## config.mk

```make
export PLATFORM = sky130hd
export DESIGN_NAME = mem_access_controller_flat
export DESIGN_NICKNAME = d
export VERILOG_FILES = /design/src/rtl/mem_ctrl_pkg.sv /design/src/rtl/mem_access_controller_if.sv /design/src/rtl/mem_req_arbiter.sv /design/src/rtl/mem_access_controller.sv /design/src/flat_wrapper.sv
export SDC_FILE = /design/constraint.sdc
export NUM_CORES = 1
export LEC_CHECK = 0
export CORE_MARGIN = 4
export CORE_UTILIZATION = 41
export CTS_BUF_LIST = sky130_fd_sc_hd__clkbuf_8 sky130_fd_sc_hd__clkbuf_16
export DETAILED_ROUTE_END_ITERATION = 16
export PLACE_DENSITY = 0.83
export SYNTH_ARGS = -nofsm -noshare
export SYNTH_HDL_FRONTEND = slang
export SYNTH_HIERARCHICAL = 1
export SYNTH_SLANG_ARGS = --single-unit
```

## constraint.sdc

```tcl
create_clock -name clk -period 2.2 [get_ports clk]
set_input_delay 0.44 -clock clk [delete_from_list [all_inputs] [get_ports clk]]
set_output_delay 0.44 -clock clk [all_outputs]
set_load 0.01 [all_outputs]
```

## src/rtl/mem_ctrl_pkg.sv

```systemverilog
// Shared definitions for the memory access controller: FSM encoding,
// access-size codes and the default starvation limit.
package mem_ctrl_pkg;

   typedef enum logic [2:0] {
      IDLE = 3'd0,
      ACC0 = 3'd1,
      ACC1 = 3'd2,
      LAST = 3'd3,
      RESP = 3'd4
   } state_t;

   // a_nbytes encoding: 01 is a single byte, anything else is a 16-bit word
   localparam logic [1:0] NB_BYTE = 2'b01;
   localparam logic [1:0] NB_WORD = 2'b10;

   localparam int STARVE_LIMIT_DEF = 4;

endpackage

```

## src/rtl/mem_access_controller_if.sv

```systemverilog
// Bus bundle for the memory access controller: A requester (MEM stage),
// B requester (loader) and the byte-wide memory port.
interface mem_access_controller_if #(
   parameter int ADDR_W = 16
);
   // A port
   logic              a_req;
   logic              a_wr;
   logic [1:0]        a_nbytes;
   logic [ADDR_W-1:0] a_addr;
   logic [15:0]       a_wdata;
   logic              a_ready;
   logic [15:0]       a_rdata;
   logic              a_stall;
   // B port
   logic              b_req;
   logic              b_wr;
   logic [ADDR_W-1:0] b_addr;
   logic [15:0]       b_wdata;
   logic              b_ready;
   logic [15:0]       b_rdata;
   // memory port
   logic [ADDR_W-1:0] mem_addr;
   logic [7:0]        mem_wdata;
   logic              mem_we;
   logic              mem_re;
   logic [7:0]        mem_rdata;

   // controller side
   modport slave (
      input  a_req, a_wr, a_nbytes, a_addr, a_wdata,
      output a_ready, a_rdata, a_stall,
      input  b_req, b_wr, b_addr, b_wdata,
      output b_ready, b_rdata,
      output mem_addr, mem_wdata, mem_we, mem_re,
      input  mem_rdata
   );

   // requesters plus memory device side
   modport master (
      output a_req, a_wr, a_nbytes, a_addr, a_wdata,
      input  a_ready, a_rdata, a_stall,
      output b_req, b_wr, b_addr, b_wdata,
      input  b_ready, b_rdata,
      input  mem_addr, mem_wdata, mem_we, mem_re,
      output mem_rdata
   );

endinterface

```

## src/rtl/mem_req_arbiter.sv

```systemverilog
// Fixed-priority arbiter (A over B) with a starvation counter that forces a
// B grant after STARVE_LIMIT consecutive A grants while B is waiting.
module mem_req_arbiter
   import mem_ctrl_pkg::*;
#(
   parameter int STARVE_LIMIT = STARVE_LIMIT_DEF
) (
   input  logic clk,
   input  logic reset,
   input  logic i_idle,
   input  logic i_a_req,
   input  logic i_b_req,
   output logic o_gnt_vld,
   output logic o_gnt_b
);

   localparam int CNT_W = (STARVE_LIMIT < 1) ? 1 : $clog2(STARVE_LIMIT + 1);
   localparam logic [CNT_W-1:0] LIMIT = CNT_W'(STARVE_LIMIT);

   logic [CNT_W-1:0] r_cnt;
   logic             w_starved;

   assign w_starved = (r_cnt == LIMIT);
   assign o_gnt_vld = i_idle & (i_a_req | i_b_req);
   assign o_gnt_b   = i_idle & i_b_req & (~i_a_req | w_starved);

   // Count A grants that overtake a waiting B; clear once B is served or gone.
   always_ff @(posedge clk) begin
      if (reset) begin
         r_cnt <= '0;
      end else if (i_idle) begin
         if (!i_b_req || o_gnt_b) begin
            r_cnt <= '0;
         end else if (i_a_req && !w_starved) begin
            r_cnt <= r_cnt + CNT_W'(1);
         end
      end
   end

endmodule

```

## src/rtl/mem_access_controller.sv

```systemverilog
// Two-port memory access controller: arbitrates A and B requests onto a
// byte-wide single-port memory, splitting words into two byte cycles.
module mem_access_controller
   import mem_ctrl_pkg::*;
#(
   parameter int ADDR_W       = 16,
   parameter int STARVE_LIMIT = STARVE_LIMIT_DEF
) (
   input logic                    clk,
   input logic                    reset,
   mem_access_controller_if.slave bus
);

   state_t            r_state;
   state_t            w_next;
   logic              r_is_b;
   logic              r_wr;
   logic              r_word;
   logic [ADDR_W-1:0] r_addr;
   logic [15:0]       r_wdata;
   logic [7:0]        r_rd_lo;
   logic              r_a_ready;
   logic              r_b_ready;
   logic [15:0]       r_a_rdata;
   logic [15:0]       r_b_rdata;
   logic              w_idle;
   logic              w_gnt_vld;
   logic              w_gnt_b;
   logic [15:0]       w_rd_word;
   logic [ADDR_W-1:0] w_mem_addr;
   logic [7:0]        w_mem_wdata;
   logic              w_mem_we;
   logic              w_mem_re;

   assign w_idle = (r_state == IDLE);

   mem_req_arbiter #(
      .STARVE_LIMIT(STARVE_LIMIT)
   ) u_arb (
      .clk      (clk),
      .reset    (reset),
      .i_idle   (w_idle),
      .i_a_req  (bus.a_req),
      .i_b_req  (bus.b_req),
      .o_gnt_vld(w_gnt_vld),
      .o_gnt_b  (w_gnt_b)
   );

   // State register.
   always_ff @(posedge clk) begin
      if (reset) r_state <= IDLE;
      else       r_state <= w_next;
   end

   // Next state and memory strobes; memory side is quiet outside ACC0/ACC1.
   always_comb begin
      w_next      = r_state;
      w_mem_addr  = '0;
      w_mem_wdata = '0;
      w_mem_we    = 1'b0;
      w_mem_re    = 1'b0;
      case (r_state)
         IDLE: if (w_gnt_vld) w_next = ACC0;
         ACC0: begin
            w_mem_addr  = r_addr;
            w_mem_wdata = r_wdata[7:0];
            w_mem_we    = r_wr;
            w_mem_re    = ~r_wr;
            w_next      = r_word ? ACC1 : LAST;
         end
         ACC1: begin
            w_mem_addr  = r_addr + ADDR_W'(1);
            w_mem_wdata = r_wdata[15:8];
            w_mem_we    = r_wr;
            w_mem_re    = ~r_wr;
            w_next      = LAST;
         end
         LAST:    w_next = RESP;
         RESP:    w_next = IDLE;
         default: w_next = IDLE;
      endcase
   end

   // Latch the winning request at the grant edge; B is always a word.
   always_ff @(posedge clk) begin
      if (reset) begin
         r_is_b  <= 1'b0;
         r_wr    <= 1'b0;
         r_word  <= 1'b0;
         r_addr  <= '0;
         r_wdata <= '0;
      end else if (w_idle && w_gnt_vld) begin
         r_is_b <= w_gnt_b;
         if (w_gnt_b) begin
            r_wr    <= bus.b_wr;
            r_word  <= 1'b1;
            r_addr  <= bus.b_addr;
            r_wdata <= bus.b_wdata;
         end else begin
            r_wr    <= bus.a_wr;
            r_word  <= (bus.a_nbytes != NB_BYTE);
            r_addr  <= bus.a_addr;
            r_wdata <= bus.a_wdata;
         end
      end
   end

   // Read data arrives one cycle after its address: low byte is on the bus
   // in ACC1 (word) or LAST (byte), high byte in LAST (word).
   assign w_rd_word = r_word ? {bus.mem_rdata, r_rd_lo} : {8'h00, bus.mem_rdata};

   // Collect read bytes and raise the granted port's ready for the RESP cycle.
   always_ff @(posedge clk) begin
      if (reset) begin
         r_rd_lo   <= '0;
         r_a_ready <= 1'b0;
         r_b_ready <= 1'b0;
         r_a_rdata <= '0;
         r_b_rdata <= '0;
      end else begin
         r_a_ready <= 1'b0;
         r_b_ready <= 1'b0;
         if (r_state == ACC1) r_rd_lo <= bus.mem_rdata;
         if (r_state == LAST) begin
            if (r_is_b) r_b_ready <= 1'b1;
            else        r_a_ready <= 1'b1;
            if (!r_wr) begin
               if (r_is_b) r_b_rdata <= w_rd_word;
               else        r_a_rdata <= w_rd_word;
            end
         end
      end
   end

   assign bus.a_ready   = r_a_ready;
   assign bus.a_rdata   = r_a_rdata;
   assign bus.a_stall   = bus.a_req & ~r_a_ready;
   assign bus.b_ready   = r_b_ready;
   assign bus.b_rdata   = r_b_rdata;
   assign bus.mem_addr  = w_mem_addr;
   assign bus.mem_wdata = w_mem_wdata;
   assign bus.mem_we    = w_mem_we;
   assign bus.mem_re    = w_mem_re;

endmodule

```

## src/flat_wrapper.sv

```systemverilog
// flat-port wrapper written by rule: the top's interface ports become plain ports
module mem_access_controller_flat import mem_ctrl_pkg::*;
#(
   parameter int ADDR_W       = 16,
   parameter int STARVE_LIMIT = STARVE_LIMIT_DEF
)
  (clk, reset, bus_a_req, bus_a_wr, bus_a_nbytes, bus_a_addr, bus_a_wdata, bus_a_ready, bus_a_rdata, bus_a_stall, bus_b_req, bus_b_wr, bus_b_addr, bus_b_wdata, bus_b_ready, bus_b_rdata, bus_mem_addr, bus_mem_wdata, bus_mem_we, bus_mem_re, bus_mem_rdata);
  mem_access_controller_if #(.ADDR_W(ADDR_W)) bus_i ();
  input logic clk;
  input logic reset;
  input wire logic [$bits(bus_i.a_req)-1:0] bus_a_req;
  input wire logic [$bits(bus_i.a_wr)-1:0] bus_a_wr;
  input wire logic [$bits(bus_i.a_nbytes)-1:0] bus_a_nbytes;
  input wire logic [$bits(bus_i.a_addr)-1:0] bus_a_addr;
  input wire logic [$bits(bus_i.a_wdata)-1:0] bus_a_wdata;
  output wire logic [$bits(bus_i.a_ready)-1:0] bus_a_ready;
  output wire logic [$bits(bus_i.a_rdata)-1:0] bus_a_rdata;
  output wire logic [$bits(bus_i.a_stall)-1:0] bus_a_stall;
  input wire logic [$bits(bus_i.b_req)-1:0] bus_b_req;
  input wire logic [$bits(bus_i.b_wr)-1:0] bus_b_wr;
  input wire logic [$bits(bus_i.b_addr)-1:0] bus_b_addr;
  input wire logic [$bits(bus_i.b_wdata)-1:0] bus_b_wdata;
  output wire logic [$bits(bus_i.b_ready)-1:0] bus_b_ready;
  output wire logic [$bits(bus_i.b_rdata)-1:0] bus_b_rdata;
  output wire logic [$bits(bus_i.mem_addr)-1:0] bus_mem_addr;
  output wire logic [$bits(bus_i.mem_wdata)-1:0] bus_mem_wdata;
  output wire logic [$bits(bus_i.mem_we)-1:0] bus_mem_we;
  output wire logic [$bits(bus_i.mem_re)-1:0] bus_mem_re;
  input wire logic [$bits(bus_i.mem_rdata)-1:0] bus_mem_rdata;
  assign bus_i.a_req = bus_a_req;
  assign bus_i.a_wr = bus_a_wr;
  assign bus_i.a_nbytes = bus_a_nbytes;
  assign bus_i.a_addr = bus_a_addr;
  assign bus_i.a_wdata = bus_a_wdata;
  assign bus_a_ready = bus_i.a_ready;
  assign bus_a_rdata = bus_i.a_rdata;
  assign bus_a_stall = bus_i.a_stall;
  assign bus_i.b_req = bus_b_req;
  assign bus_i.b_wr = bus_b_wr;
  assign bus_i.b_addr = bus_b_addr;
  assign bus_i.b_wdata = bus_b_wdata;
  assign bus_b_ready = bus_i.b_ready;
  assign bus_b_rdata = bus_i.b_rdata;
  assign bus_mem_addr = bus_i.mem_addr;
  assign bus_mem_wdata = bus_i.mem_wdata;
  assign bus_mem_we = bus_i.mem_we;
  assign bus_mem_re = bus_i.mem_re;
  assign bus_i.mem_rdata = bus_mem_rdata;
  mem_access_controller #(.ADDR_W(ADDR_W), .STARVE_LIMIT(STARVE_LIMIT)) u_core (.clk(clk), .reset(reset), .bus(bus_i));
endmodule
```

### Yosys cells after proc, flatten, opt, wreduce, memory -nomap -nowiden

Index checks and enable logic that the tools add are counted.

| storage, ports and cells | value |
|---|---|
| register bits | 83 |
| input port bits | 80 |
| output and inout port bits | 61 |

| operators by class | value |
|---|---|
| add/sub/neg operators | 2 |
| equal/unequal tests | 6 |
| muxes and demuxes | 16 |
| bitwise gates (word level) | 11 |
| reductions and logical operators | 12 |

Operators by type and width:

| cell | number |
|---|---|
| 16-bit two-way mux | 3 |
| 16-bit one-hot mux with 2 select lines | 1 |
| 16-bit by 1-bit adder with 16-bit output (second input constant) | 1 |
| 8-bit one-hot mux with 2 select lines | 1 |
| 3-bit one-hot mux with 4 select lines | 1 |
| 3-bit two-way mux | 3 |
| 1-bit two-way mux | 7 |
| 3-bit by 2-bit == test with 1-bit output (second input constant) | 2 |
| 3-bit AND reduction | 2 |
| 1-bit inverter | 5 |
| 1-bit AND | 4 |
| 2-bit by 1-bit != test with 1-bit output (second input constant) | 2 |
| 2-bit OR reduction | 2 |
| 3-bit by 1-bit adder with 3-bit output (second input constant) | 1 |
| 3-bit by 1-bit == test with 1-bit output (second input constant) | 1 |
| 3-bit == test (second input constant) | 1 |
| 3-bit zero test | 1 |
| 1-bit logical AND | 2 |
| 1-bit zero test | 2 |
| 1-bit bitwise OR | 2 |
| 2-bit AND reduction | 1 |
| 2-bit nonzero test | 1 |
| 1-bit logical OR | 1 |

### Longest topological paths before layout

Gate-level depths: netlist (run 1).

| logic depth | value |
|---|---|
| depth in word-level cells | 6 |
| gate-level depth with buffers | 8 |
| gate-level depth less buffers | 6 |

### By module

The synthesis (run 1) kept the hierarchy.

Modules (own cells, without submodules):

| module | instances | cells an instance | area each (um^2) |
|---|---|---|---|
| mem_access_controller | 1 | 436 | 3749.8 |
| mem_req_arbiter | 1 | 22 | 196.4 |

### Worst setup path after synthesis (run 1)

OpenSTA, ideal clock, no wires.

| path | value |
|---|---|
| path kind | register to register |
| from | reg u_core.r_state[0] |
| to | reg u_core.r_addr[0] |
| setup time | 138 ps |
| arrival time | 2033 ps |
| slack | 29 ps |
| cell stages (with the launch flop) | 9 |
| path buffers | 3 |
| clock period less this slack | 2171 ps |
| cell sequence | dfxtp_1 > buf_2 > nor3_1 > nand2_1 > nor2_1 > buf_2 > buf_1 > mux2i_1 > a211oi_1 |

| on the way | value |
|---|---|
| cells in the longest elaborated chain, start to end | 4 |

Ends and longest elaborated chain:

| what | line | RTL |
|---|---|---|
| from (decl) | mem_access_controller.sv:14 | `state_t r_state;` |
| from (signal assigned) | mem_access_controller.sv:52 | `else r_state <= w_next;` |
| 3-bit zero test | mem_access_controller.sv:35 | `assign w_idle = (r_state == IDLE);` |
| via u_core.w_idle | mem_access_controller.sv:26 | `logic w_idle;` |
| 1-bit AND (2 in a row) | mem_req_arbiter.sv:25 | `assign o_gnt_b = i_idle & i_b_req & (~i_a_req \| w_starved);` |
| via u_core.w_gnt_b | mem_access_controller.sv:28 | `logic w_gnt_b;` |
| 16-bit two-way mux | mem_access_controller.sv:94 | `if (w_gnt_b) begin` |
| to (signal assigned) | mem_access_controller.sv:97 | `r_addr <= bus.b_addr;` |
| to (signal assigned) | mem_access_controller.sv:102 | `r_addr <= bus.a_addr;` |
| to (decl) | mem_access_controller.sv:19 | `logic [ADDR_W-1:0] r_addr;` |

The timed path passes the listed nets, and every way through them passes these cells.
A chain may end at the register's enable or synchronous reset.

### Worst setup path after layout (run 1)

| path | value |
|---|---|
| from | reg u_core.r_addr[8] |
| to | out bus_mem_addr[14] |

| on the way | value |
|---|---|
| cells in the longest elaborated chain, start to end | 2 |

Ends and longest elaborated chain:

| what | line | RTL |
|---|---|---|
| 16-bit by 1-bit adder with 16-bit output | mem_access_controller.sv:72 | `w_mem_addr = r_addr + ADDR_W'(1);` |
| 16-bit one-hot mux with 2 select lines | mem_access_controller.sv:62 | `case (r_state)` |
| to (decl) | flat_wrapper.sv:25 | `output wire logic [$bits(bus_i.mem_addr)-1:0] bus_mem_addr;` |

No other way between the ends.

==> qor.csv, run 1 <==
metric,value,unit
CTS Hold Bufs,0,
Crit-path slowest cell,or4_4,
Initial Utilization,42.5,%
DP HPWL,8.57,mm
Mapped Nets,541,
die span in x,106,um
number of global-route vias before repair,3997,
worst skew pair latency,0.35,ns
Yosys top cell by area,dfxtp_1,
cell row count,35,
area grow syn2layout,53.9,%
final setup fails,4,
via count of the routed design,4092,
YS warnings,6,
fin util,65.4,%
worst-margin pin slew,0.732,ns
Peak VDD IR,0.000627,V
final WL,11.9,mm
filler cell count,781,
ranking of synthesized cells by area,"dfxtp_1, mux2i_1, a211oi_1",
IO Count,141,
core area,9280,um2
share of cells above drive strength 1,21.8,%
Hold WC Path Type,in -> reg,
RSZ-0062 raised after global routing,true,
CP Data Arrival Time,1.83,ns
Sequential cell area,1670,um2
total grt overflow,0,
status,"finished, violations left",
first-pass GRT wire length,18.5,mm
critical path type,reg -> out,
Post-synth EDFFs,0,
CP required,1.76,ns
drt drc,0,
final setup margin,-0.0682,ns
multi-input logic area,2230,um2
initial antenna violation count,0,
Routed Antenna Nets,0,
gr usage total,20.1,%
Fmax achieved,441,MHz
Synth Flop Type,dfxtp_1,
placed cell count,733,
Mean Syn Cell Area,8.62,um2
CTS H-tree depth,3,
IO buf count,140,
clk root buf,clkbuf_8,
sequential fraction of the synthesis area,42.1,%
worst path cell trace,and4_4 -> nand3_1 -> or4_4 -> nand3_2 -> buf_6,
Starting DRT DRC Count,193,
CP peak stage delay,0.55,ns
CTS tree,done,
total CTS buffers,9,
GPL Wtd Cong,0.829,
clock slew at reported path FFs,0.09,ns
Synth top area share,42.1,%
Die Y,106,um
Synth Instances,458,
period utilization,103,%
vias per cell,5.41,
Synth Register Bits,83,
Clock Skew,0.0118,ns
clk buf depth,2,
Fin. Hold Viols,0,
largest net degree at the start of global routing,50,
startpoint types,flip-flop,
Max Slew Vio Count,0,
wire length per cell,15.7,um
max-cap violations,0,
Final nets,706,
leak pwr,0.00225,uW
synthesized area,3950,um2
Setup crit end kind,output pin,
DR pass1 iterations,5,
library cells used by synthesis,49,
# diodes,0,
total clock sinks,83,
critical-path maximum fanout,4,
fin crit period,2.27,ns
Async SR Flop Fraction,0,%
PwrDens,1150,nW/um2
Non-Filler Instances,757,
Slew headroom,51.2,%
Die Area,11300,um2
failing checks,negative setup slack,
-- state kept, by name, summed over array words and instances, names as in the netlist --
register and flops:
u_core/r_state 3, u_core/r_wr 1, u_core/bus.b_ready 1, u_core/bus.a_rdata 16, u_core/r_wdata 16, u_core/u_arb/r_cnt 3
u_core/r_rd_lo 8, u_core/bus.b_rdata 16, u_core/bus.a_ready 1, u_core/r_is_b 1, u_core/r_addr 16, u_core/r_word 1
-- Yosys cell counts (2+ instances only) --
cell type and number:
o21ai_1 6, a211oi_1 49, nor2b_1 2, or4_1 2
clkbuf_1 25, and3_1 3, nor4_1 2, nand3_1 22
buf_2 14, a31oi_1 3, buf_1 2, a31o_1 3
ha_1 3, inv_1 4, nand2b_1 4, o21ai_0 6
xor2_1 3, xnor2_1 2, dfxtp_1 83, and2_1 3
nor2_1 59, a41oi_1 4, mux2i_1 42, a21oi_1 28
nand4_1 3, nand2_1 45, nor3_1 5, a22o_1 10
-- worst max-delay path: cells and delay by family, from the launching register on --
family	cells	cell delay [ns]
buffers and inverters	1	0.10
DFF	1	0.37
and+or+nand+nor	4	1.01
-- power breakdown --
part	leakage [uW]	switching [uW]	internal, uW
clock network	0.000125	563	755
registers	0.000681	347	1910
logic	0.00144	1760	1650
-- timing repair --
action                                  CTS  global route
gates cloned                              1             0
endpoints found under the setup margin   26            24
gates resized for setup                 129            27
pin swaps                                11             7
setup buffers                             5             2
-- worst paths after layout --
path                                                     start                             end  slack, ns  cells after the start
worst max-delay path             u_core/r_addr[8]$_SDFFE_PP0P_                bus_mem_addr[14]      -0.07                      5
worst min-delay path                                     reset  u_core/r_state[1]$_SDFFE_PP0P_       0.36                      2
worst max register to register  u_core/r_state[2]$_SDFFE_PP0P_   u_core/r_addr[2]$_SDFFE_PP0P_       0.20                      8
worst min register to register  u_core/r_rd_lo[4]$_SDFFE_PP0N_  u_core/r_rd_lo[4]$_SDFFE_PP0N_       0.46                      2
-- layout by cell type (no fill, tap or decap), types with 3 or more instances in the layout --
master | netlist | routed
o21ai_2 | 0 | 3
bufinv_16 | 0 | 3
clkdlybuf4s50_1 | 0 | 113
a22o_1 | 10 | 10
xor2_1 | 3 | 3
dfxtp_1 | 83 | 73
nor3_1 | 5 | 4
nor2_1 | 59 | 57
nand2b_1 | 4 | 3
buf_4 | 0 | 44
a211oi_1 | 49 | 49
mux2i_1 | 42 | 42
nand3_2 | 0 | 3
nand4_1 | 3 | 3
nand3_1 | 22 | 19
buf_2 | 14 | 23
a31o_1 | 3 | 3
a21oi_1 | 28 | 27
dfxtp_2 | 0 | 10
clkbuf_2 | 0 | 3
buf_6 | 0 | 9
a41oi_1 | 4 | 3
clkbuf_8 | 0 | 9
o21ai_1 | 6 | 8
a31oi_1 | 3 | 3
inv_1 | 4 | 5
nand2_1 | 45 | 45
-- through the flow --
stage	setup slack [ns]	setup TNS [ns]	hold slack (ns)	power, uW	area, um2
floorplan	0.0292	0	0.436	4040	3950
global placement	-0.201	-0.676	0.442	5350	5730
detailed placement	-0.266	-1.09	0.448	5480	5730
CTS	-0.0820	-0.161	0.338	6910	6070
global route	-0.131	-0.715	0.353	7430	6070
finish	-0.0682	-0.161	0.359	6990	6070
-- final cells by class --
| type | count | share of cell area, % |
|---|---|---|
| clock buffers | 9 | 2.04 |
| multi-input cells | 330 | 36.8 |
| inverters | 4 | 0.247 |
| flip-flops and latches | 83 | 27.6 |
| repair buffers | 195 | 28.8 |
| well taps | 129 | 2.66 |
| clock inverters | 7 | 1.92 |
-- cells by family after synthesis --
kind of cell,count (synthesis),share of synthesized area [%]
xor gates and xnor gates,5,1.11
adders and majority gates,3,0.951
and+or+nand+nor,160,19.4
AOI/OAI and AO/OA,120,21.1
DFF,83,42.1
muxes,42,10.7
buffers and inverters,45,4.72
-- metal layers --
layer  wire [um]  GRT usage (%)
met1        4630           22.7
met4         136           4.53
met3         960           5.65
met2        6160           37.3
met5           0              0
(Power assumes the default switching activity.)
==> run 2: changes to the inputs <==
--- a/config.mk
+++ b/config.mk
@@ -5,11 +5,13 @@
 export SDC_FILE = /design/constraint.sdc
 export NUM_CORES = 1
 export LEC_CHECK = 0
+export CAP_MARGIN = 25
 export CORE_MARGIN = 4
 export CORE_UTILIZATION = 41
 export CTS_BUF_LIST = sky130_fd_sc_hd__clkbuf_8 sky130_fd_sc_hd__clkbuf_16
 export DETAILED_ROUTE_END_ITERATION = 16
 export PLACE_DENSITY = 0.83
+export SKIP_LAST_GASP = 1
 export SYNTH_ARGS = -nofsm -noshare
 export SYNTH_HDL_FRONTEND = slang
 export SYNTH_HIERARCHICAL = 1
==> run 2 against run 1 <==
Critical endpoint unchanged. The flow still finishes with violations (negative setup slack). Critical path type unchanged. Wire length fell by 0.40%. First-iteration DRC count fell by 6.7%. Sequential power barely moved. Largest power group unchanged.
==> qor.csv, run 2 (synthesized netlist as in run 1, its figures left out) <==
metric,value,unit,change
status,"finished, violations left",,
failing checks,negative setup slack,,
vias per cell,5.38,,-0.46%
total grt overflow,0,,unchanged
Setup crit end kind,output pin,,
clock slew at reported path FFs,0.09,ns,about the same
final WL,11.8,mm,-0.40%
"most common cell after layout, fill and taps aside",clkdlybuf4s50_1,,
total clock sinks,83,,unchanged
placed cell count,733,,unchanged
CP peak stage delay,0.55,ns,about the same
Die Area,11300,um2,unchanged
max-cap violations,0,,unchanged
CP Data Arrival Time,1.82,ns,about the same
wire length per cell,15.6,um,-0.40%
DP HPWL,8.57,mm,unchanged
Slew headroom,50.8,%,-0.36 points
Worst Hold Depth,2,,unchanged
worst skew pair latency,0.35,ns,about the same
CTS H-tree depth,3,,unchanged
CTS Hold Bufs,0,,unchanged
Crit-path slowest cell,or4_4,,
Max Slew Vio Count,0,,unchanged
IO buf count,140,,unchanged
multi-input logic area,2230,um2,unchanged
CTS tree,done,,
Final nets,706,,unchanged
critical-path maximum fanout,4,,unchanged
area grow syn2layout,53.9,%,unchanged
initial antenna violation count,0,,unchanged
Clock Skew,0.0132,ns,+0.00141 ns
Starting DRT DRC Count,180,,-6.7%
first-pass GRT wire length,18.5,mm,-0.19%
Fin. Hold Viols,0,,unchanged
Worst Hold End,u_core/r_state[1]$_SDFFE_PP0P_,,
Hold WC Path Type,in -> reg,,
cell row count,35,,unchanged
reg2reg end,u_core/r_addr[2]$_SDFFE_PP0P_,,
number of global-route vias before repair,3990,,-0.18%
startpoint types,flip-flop,,
filler cell count,780,,-0.13%
Sequential cell area,1670,um2,unchanged
r2r worst-path depth,8,,unchanged
CP required,1.76,ns,about the same
total power,6990,uW,about the same
Fmax achieved,442,MHz,+0.24%
largest net degree at the start of global routing,50,,unchanged
worst path cell trace,and4_4 -> nand3_1 -> or4_4 -> nand3_2 -> buf_6,,
period utilization,103,%,-0.25 points
die span in x,106,um,unchanged
Post-Route Setup TNS,-0.150,ns,+0.0107 ns
gr usage total,20.1,%,-0.051 points
Die Y,106,um,unchanged
total CTS buffers,9,,unchanged
critical path type,reg -> out,,
share of cells above drive strength 1,21.8,%,unchanged
fin crit period,2.26,ns,-0.00551 ns
DR pass1 iterations,5,,unchanged
RSZ-0062 raised after global routing,true,,
via count of the routed design,4073,,-0.46%
worst-margin pin slew,0.737,ns,+0.00539 ns
drt drc,0,,unchanged
hold_sp,reset,,
reg-to-reg startpoint,u_core/r_state[2]$_SDFFE_PP0P_,,
Peak VDD IR,0.000627,V,about the same
clk root buf,clkbuf_8,,
PwrDens,1150,nW/um2,about the same
# diodes,0,,unchanged
clk buf depth,2,,unchanged
leak pwr,0.00225,uW,unchanged
final setup margin,-0.0627,ns,+0.00551 ns
most frequent cells in the layout,"clkdlybuf4s50_1, dfxtp_1, nor2_1",,
Non-Filler Instances,757,,unchanged
IO Count,141,,unchanged
Initial Utilization,42.5,%,unchanged
core area,9280,um2,unchanged
FF-to-FF setup slack,0.20,ns,about the same
GPL Wtd Cong,0.829,,unchanged
final setup fails,4,,unchanged
Routed Antenna Nets,0,,unchanged
-- run 2: cell counts in the layout (fill, tap and decap cells not counted) --
Identical to the previous run, type by type.
-- run 2: worst max-delay path by stage --
stage,from,to,cells past startpoint
global placement,u_core/r_addr[0]$_SDFFE_PP0P_,bus_mem_addr[14],6
CTS,u_core/r_addr[1]$_SDFFE_PP0P_,bus_mem_addr[14],6
floorplan,u_core/r_state[0]$_SDFFE_PP0P_,u_core/r_addr[0]$_SDFFE_PP0P_,8
detailed placement,u_core/r_state[1]$_SDFFE_PP0P_,bus_mem_addr[12],4
global route,u_core/r_addr[8]$_SDFFE_PP0P_,bus_mem_addr[14],5
finish,u_core/r_addr[8]$_SDFFE_PP0P_,bus_mem_addr[14],5
-- run 2: power breakdown --
| part | leakage (uW) | switching [uW] | internal [uW] |
|---|---|---|---|
| Clock | 0.000125 | 565 | 754 |
| Sequential | 0.000681 | 346 | 1910 |
| Combinational | 0.00144 | 1760 | 1650 |
| Total | 0.00225 | 2670 | 4320 |
-- run 2: stage by stage --
stage | instance area (um2) | hold WS [ns] | utilization (%) | worst slack (ns)
after floorplan | 3950 | 0.436 | - | 0.0292
after global placement | 5730 | 0.442 | 61.7 | -0.201
after detailed placement | 5730 | 0.448 | 61.7 | -0.266
after CTS | 6070 | 0.338 | 65.4 | -0.0820
after global routing | 6070 | 0.353 | 65.4 | -0.131
final | 6070 | 0.358 | 65.4 | -0.0627
-- run 2: repair_timing --
item,in CTS,in global routing
cloned,1,0
gates resized for setup,126,30
buffers inserted,5,2
setup endpoints to repair,26,24
pin swaps,10,8
-- run 2: final cells by class --
cell class / instances / share of cell area (%)
clock buffers: 9 / 2.04
flip-flops and latches: 83 / 27.6
clock inverters: 7 / 1.92
inverters: 4 / 0.247
well taps: 129 / 2.66
repair buffers: 195 / 28.8
multi-input cells: 330 / 36.8
-- run 2: routing by layer --
metal  vias to the layer above  GRT usage, %  wire, um
met4                         0          4.44       101
met5                         -             0         0
met1                      1912          22.7      4710
li1                       1993             -         -
met3                        10          5.65       864
met2                       158          37.2      6160
-- run 2: worst max-delay path: cells and delay by family, from the launching register on --
| family | cells | cell delay (ns) |
|---|---|---|
| buffers and inverters | 1 | 0.10 |
| DFF | 1 | 0.37 |
| and+or+nand+nor | 4 | 1.00 |
==> run 3: changes to the inputs <==
--- a/config.mk
+++ b/config.mk
@@ -12,6 +12,7 @@
 export DETAILED_ROUTE_END_ITERATION = 16
 export PLACE_DENSITY = 0.83
 export SKIP_LAST_GASP = 1
+export SLEW_MARGIN = 15
 export SYNTH_ARGS = -nofsm -noshare
 export SYNTH_HDL_FRONTEND = slang
 export SYNTH_HIERARCHICAL = 1
==> results of run 3 <==
Same layout as run 2: the final DEF is identical, and so are final timing and power.
